**config.mk**
```make
export PLATFORM = sky130hd
export DESIGN_NAME = result_scan_bcd
export DESIGN_NICKNAME = d
export VERILOG_FILES = /design/src/rtl/matx_display_pkg.sv /design/src/rtl/bin12_to_bcd_seq.sv /design/src/rtl/result_scan_bcd.sv
export SDC_FILE = /design/constraint.sdc
export NUM_CORES = 1
export LEC_CHECK = 0
export ABC_AREA = 1
export CORE_MARGIN = 3
export CORE_UTILIZATION = 39
export CTS_CLUSTER_DIAMETER = 100
export DETAILED_ROUTE_END_ITERATION = 7
export PLACE_DENSITY = 0.67
export SYNTH_ARGS = -nofsm -noshare
export SYNTH_HDL_FRONTEND = slang
export SYNTH_HIERARCHICAL = 1
export SYNTH_SLANG_ARGS = --single-unit
```
**constraint.sdc**
```tcl
create_clock -name clk -period 2.05 [get_ports clk]
set_clock_uncertainty 0.2 [all_clocks]
set_input_delay 0.3075 -clock clk [delete_from_list [all_inputs] [get_ports clk]]
set_output_delay 0.3075 -clock clk [all_outputs]
set_load 0.05 [all_outputs]
```
**src/rtl/matx_display_pkg.sv**
```systemverilog
// rtl/matx_display_pkg.sv - shared types and constants for the matrix result display
package matx_display_pkg;

    typedef enum logic [1:0] {
        ST_IDLE,
        ST_LOAD,
        ST_SHIFT,
        ST_HOLD
    } scan_state_t;

    localparam int MAT_DIM         = 4;
    localparam int ELEM_W          = 32;
    localparam int ROW_W           = MAT_DIM * ELEM_W;
    localparam int BIN_W           = 12;
    localparam int BCD_DIGITS      = 3;
    localparam int BCD_W           = 4 * BCD_DIGITS;
    localparam int SAT_MAX_DEFAULT = 999;

    // Full-width compare so large values clamp instead of wrapping in the low bits.
    function automatic logic [BIN_W-1:0] saturate(input logic [ELEM_W-1:0] value,
                                                   input int limit);
        logic [ELEM_W-1:0] lim;
        lim = ELEM_W'(limit);
        return (value > lim) ? lim[BIN_W-1:0] : value[BIN_W-1:0];
    endfunction

endpackage

```
**src/rtl/bin12_to_bcd_seq.sv**
```systemverilog
// rtl/bin12_to_bcd_seq.sv - sequential 12-bit binary to 3-digit BCD converter (double-dabble)
module bin12_to_bcd_seq
    import matx_display_pkg::*;
(
    input  logic             clk,
    input  logic             reset_n,
    input  logic             start,
    input  logic [BIN_W-1:0] bin,
    output logic             done,
    output logic [BCD_W-1:0] bcd
);

    logic [BIN_W-1:0] bin_sr;
    logic [BCD_W-1:0] acc;
    logic [BCD_W-1:0] acc_adj;
    logic [BCD_W-1:0] acc_nx;
    logic [3:0]       shift_cnt;
    logic             active;

    always_comb begin
        acc_adj = acc;
        for (int d = 0; d < BCD_DIGITS; d++) begin
            if (acc[4*d +: 4] >= 4'd5) begin
                acc_adj[4*d +: 4] = acc[4*d +: 4] + 4'd3;
            end
        end
    end

    assign acc_nx = {acc_adj[BCD_W-2:0], bin_sr[BIN_W-1]};

    // done and bcd reflect the shift being taken on this edge, so the caller
    // can capture the final digits on the same edge as the last shift.
    assign done = active && (shift_cnt == 4'(BIN_W - 1));
    assign bcd  = acc_nx;

    always_ff @(posedge clk or negedge reset_n) begin
        if (!reset_n) begin
            bin_sr    <= '0;
            acc       <= '0;
            shift_cnt <= '0;
            active    <= 1'b0;
        end else if (start) begin
            bin_sr    <= bin;
            acc       <= '0;
            shift_cnt <= '0;
            active    <= 1'b1;
        end else if (active) begin
            bin_sr    <= bin_sr << 1;
            acc       <= acc_nx;
            shift_cnt <= shift_cnt + 4'd1;
            if (shift_cnt == 4'(BIN_W - 1)) begin
                active <= 1'b0;
            end
        end
    end

endmodule

```
**src/rtl/result_scan_bcd.sv**
```systemverilog
// rtl/result_scan_bcd.sv - snapshots a result matrix and scans its elements as BCD digits
module result_scan_bcd
    import matx_display_pkg::*;
#(
    parameter int TICK_CYCLES = 25_000_000,
    parameter int SAT_MAX     = SAT_MAX_DEFAULT
) (
    input  logic             clk,
    input  logic             reset_n,
    input  logic             done,
    input  logic [ROW_W-1:0] result [MAT_DIM],
    output logic [3:0]       bcd_hundreds,
    output logic [3:0]       bcd_tens,
    output logic [3:0]       bcd_ones,
    output logic [1:0]       row_idx,
    output logic [1:0]       col_idx,
    output logic             bcd_valid,
    output logic             busy
);

    localparam int              CNT_W     = (TICK_CYCLES > 1) ? $clog2(TICK_CYCLES) : 1;
    localparam logic [CNT_W-1:0] TICK_LAST = CNT_W'(TICK_CYCLES - 1);

    scan_state_t      state;
    scan_state_t      state_nx;

    logic [ROW_W-1:0] snap [MAT_DIM];
    logic             done_q;
    logic             running;
    logic             pending;
    logic [CNT_W-1:0] tick_cnt;
    logic [3:0]       idx;

    logic             capture;
    logic             tick;
    logic             advance;
    logic [1:0]       elem_row;
    logic [ELEM_W-1:0] elem;
    logic [BIN_W-1:0] sat_val;
    logic             conv_start;
    logic             conv_done;
    logic [BCD_W-1:0] conv_bcd;

    assign capture    = done & ~done_q;
    assign tick       = running && (tick_cnt == TICK_LAST);
    assign advance    = (state == ST_HOLD) && (tick || pending);
    assign busy       = (state == ST_LOAD) || (state == ST_SHIFT);
    assign conv_start = (state == ST_LOAD);

    // Element 0 is the bottom-left of the matrix; rows are walked upward.
    assign elem_row = 2'd3 - idx[3:2];

    always_comb begin
        elem    = snap[elem_row][{idx[1:0], 5'b0} +: ELEM_W];
        sat_val = saturate(elem, SAT_MAX);
    end

    bin12_to_bcd_seq u_conv (
        .clk     (clk),
        .reset_n (reset_n),
        .start   (conv_start),
        .bin     (sat_val),
        .done    (conv_done),
        .bcd     (conv_bcd)
    );

    always_ff @(posedge clk or negedge reset_n) begin
        if (!reset_n) begin
            state <= ST_IDLE;
        end else begin
            state <= state_nx;
        end
    end

    always_comb begin
        state_nx = state;
        case (state)
            ST_IDLE:  state_nx = ST_IDLE;
            ST_LOAD:  state_nx = ST_SHIFT;
            ST_SHIFT: if (conv_done) state_nx = ST_HOLD;
            ST_HOLD:  if (advance) state_nx = ST_LOAD;
            default:  state_nx = ST_IDLE;
        endcase
        if (capture) begin
            state_nx = ST_LOAD;
        end
    end

    always_ff @(posedge clk or negedge reset_n) begin
        if (!reset_n) begin
            for (int r = 0; r < MAT_DIM; r++) begin
                snap[r] <= '0;
            end
            done_q   <= 1'b0;
            running  <= 1'b0;
            pending  <= 1'b0;
            tick_cnt <= '0;
            idx      <= '0;
        end else begin
            done_q <= done;
            if (capture) begin
                for (int r = 0; r < MAT_DIM; r++) begin
                    snap[r] <= result[r];
                end
                running  <= 1'b1;
                pending  <= 1'b0;
                tick_cnt <= '0;
                idx      <= '0;
            end else begin
                if (running) begin
                    tick_cnt <= tick ? '0 : tick_cnt + 1'b1;
                end
                if (advance) begin
                    idx     <= idx + 4'd1;
                    pending <= 1'b0;
                end else if (tick && (state != ST_HOLD)) begin
                    pending <= 1'b1;
                end
            end
        end
    end

    // Visible outputs only change on HOLD entry; a capture on that edge aborts the update.
    always_ff @(posedge clk or negedge reset_n) begin
        if (!reset_n) begin
            bcd_hundreds <= '0;
            bcd_tens     <= '0;
            bcd_ones     <= '0;
            row_idx      <= '0;
            col_idx      <= '0;
            bcd_valid    <= 1'b0;
        end else if ((state == ST_SHIFT) && conv_done && !capture) begin
            bcd_hundreds <= conv_bcd[11:8];
            bcd_tens     <= conv_bcd[7:4];
            bcd_ones     <= conv_bcd[3:0];
            row_idx      <= elem_row;
            col_idx      <= idx[1:0];
            bcd_valid    <= 1'b1;
        end
    end

endmodule

```
==> results.toml, run 1 <==
[sta]
slew_viol_final = 0
fmax_mhz = 368
hold_viol_final = 0
whs_ps = 32.6
rsz0062_at_grt = "true"
post-route-period-util_pct = 133
tightest_slew_ps = 764
slew_headroom_pct = 48.9
setup_viol = 13
layout_setup_ws_ps = -671
finalCriticalPeriod_ps = 2720

[cts]
clockBufferDepth = 3
cts_buffers = 68
insertion_delay_ps = 610
cts_tree = "done"
htreeDepth = 3
cts_root_buf = "clkbuf_16"
clk_pin_slew_ps = 60
clock-sinks = 592

[floorplanning]
die_y_um = 268
placementRows = 95
start_util_pct = 39.6
ios = 533
die_area_um2 = 71900
die_x_um = 268
core_area_um2 = 67600

[synth]
ys_ff_latch = 592
synth-async-reset-ratio_pct = 100
synth.top_cells.by_area = "dfrtp_1 55%, nand2_1 23%, o21ai_0 4.3%"
ys_seq_area_share_pct = 55.3
ys_warn_count = 6
yosysTopAreaCell = "dfrtp_1"
synthDominantCellAreaShare_pct = 55.3
avgSynthCellArea_um2 = 7.81
synth_commonest_cells = "1675 x nand2_1, 592 x dfrtp_1, 236 x nor2_1"
ys_types = 45
synth_ff_type = "dfrtp_1"
yosysMostFrequentCell = "nand2_1"
synth_edf_count = 0
syn_inst = 3429
syn-cell-area_um2 = 26800

[critical_path]
reg2reg_from = "idx[2]"
worstRegToRegCells = 16
crit_start = "idx[2]"
endpoint_kind = "flop"
r2r_end = "u_conv/bin_sr[6]"
path_class = "flop to flop"
crit_arrival_ps = 3010
crit_required_ps = 2330
start_kind = "flop"
r2r_slack_ps = -670
cp_max_fo = 12

[global_route]
overflow = 0
grt_pass1_wl_um = 142000
grt_max_degree = 87
grt_pass1_vias = 24700
grt_usage_pct = 26.2
antenna_found_initial = 39

[place]
port-buffer-count = 532
gp_congestion = 0.913
dp_hpwl_um = 72600
placed_area_um2 = 34900

[min_path]
worstHoldPathCells = 3
worst_hold_startpoint = "result[497]"
holdPathEnd = "snap[497]"
min-delay-path-class = "input port to flop"

[detailed_routing]
via_per_inst = 4.94
ant_nets = 0
via_count = 25100
dr.first_iter.drc_count = 2054
routed_wl_um = 95300
routedWlPerCell_um = 18.8
drc_errors = 0
first_pass_iters = 6

[power]
vdd_ir_drop_max_uv = 553
p_leak_nw = 18.8
power_density_nw_per_um2 = 993

[cells_and_area]
area_growth_pct = 41.2
nFillCells = 6235
finalNetCount = 4652
multi_input_area_um2 = 10800
final_area_um2 = 37800
final_util_pct = 55.9
drive_above_1_share_pct = 11.9
regArea_um2 = 14800

[flow_run]
max_cap_viol_count = 0

[outcome]
status = "finished with violations"
failed_checks = "setup timing"
[sequential cells by signal (all words and copies together) (netlist names), 2 cells and up]
signal	count
snap	512
tick_cnt	25
u_conv/acc	12
u_conv/bin_sr	12
bcd_hundreds	4
bcd_ones	4
bcd_tens	4
idx	4
u_conv/shift_cnt	4
col_idx	2
row_idx	2
state	2
[power by group]
| part | switching (mW) | total [mW] | internal (mW) | leakage (nW) |
|---|---|---|---|---|
| combinational | 6.37 | 11.3 | 4.90 | 10.4 |
| clock | 4.90 | 11.9 | 6.97 | 1.07 |
| sequential | 1.02 | 14.4 | 13.4 | 7.36 |
| total | 12.3 | 37.6 | 25.3 | 18.8 |
[stage by stage]
step	setup WS, ps	setup TNS [ps]	std cells	power [mW]
global route	-877	-9060	5067	39.7
detailed placement	-659	-27240	4892	25.1
finish	-671	-6240	5071	37.6
global placement	-587	-24130	4892	25.0
CTS	-637	-5670	5034	37.5
floorplan	-57.8	-217	3430	20.3
[timing repair]
action	4_1_cts	5_1_grt
buffers inserted	19	14
gates resized for setup	52	101
hold buffers	5	0
endpoints found under the hold margin	595	0
setup endpoints to repair	35	32
gates cloned	1	0
pin swaps	28	46
[placed cells by master, fill, tap and decap left out, types with 33 or more instances in the layout]
cell type / n
clkbuf_16: 70
nor3_1: 33
buf_12: 59
clkdlybuf4s50_1: 513
buf_4: 204
dfrtp_1: 589
inv_1: 171
nand3_1: 116
o21ai_0: 202
nand2_1: 1652
nor2_1: 218
[how the worst max path moves through the flow]
stage | endpoint | cells after the start
after floorplan | u_conv/bin_sr[8] | 16
after global placement | u_conv/bin_sr[7] | 14
after detailed placement | u_conv/bin_sr[7] | 14
after CTS | u_conv/bin_sr[7] | 15
after global routing | u_conv/bin_sr[8] | 17
final | u_conv/bin_sr[6] | 16
[worst max-delay path: stages (launching register included)]
cell	delay (ps)
dfrtp_4	530
buf_12	170
buf_4	140
buf_12	130
nor2_1	110
nand3_1	90
nand3_2	110
nand3_1	110
nand3_1	100
nand2_1	70
nor2_2	130
nand2_2	90
nor2_4	230
buf_6	140
nand2_2	40
a21oi_2	110
a22oi_1	70
[kinds of logic (layout without fill, tap and decap cells)]
kind of cell / count (synthesis) / count (layout) / share of synthesized area [%]
other: 1 / 28 / 0.0140
and+or+nand+nor: 2130 / 2130 / 31.2
xor gates and xnor gates: 7 / 7 / 0.229
adders and majority gates: 13 / 13 / 0.607
DFF: 592 / 592 / 55.3
buffers and inverters: 363 / 1105 / 5.71
AOI/OAI and AO/OA: 311 / 311 / 6.43
muxes: 12 / 12 / 0.504
[layout make-up]
type                            count  area share [%]
Clock buffer                      100            5.24
Timing Repair Buffer              803            21.5
Inverter                          184            1.88
Sequential cell                   592            39.2
Antenna cell                       26           0.172
Clock inverter                     18           0.479
Multi-Input combinational cell   2475            28.7
Tap cell                          873            2.89
[per-layer routing]
metal	vias up	global-route usage [%]	part of all wire, %
li1	12100	-	-
met1	11900	33.4	40
met2	858	42.8	48
met3	179	6.10	7.4
met4	20	11.8	4.2
met5	-	0	0.13
Note: power is estimated with default switching activity, not from simulation.
==> inputs of run 2 (changes only) <==
--- a/config.mk
+++ b/config.mk
@@ -6,6 +6,7 @@
 export NUM_CORES = 1
 export LEC_CHECK = 0
 export ABC_AREA = 1
+export CAP_MARGIN = 40
 export CORE_MARGIN = 3
 export CORE_UTILIZATION = 39
 export CTS_CLUSTER_DIAMETER = 100
==> results of run 2 <==
Final layout, timing and power as in run 1 (identical DEF).
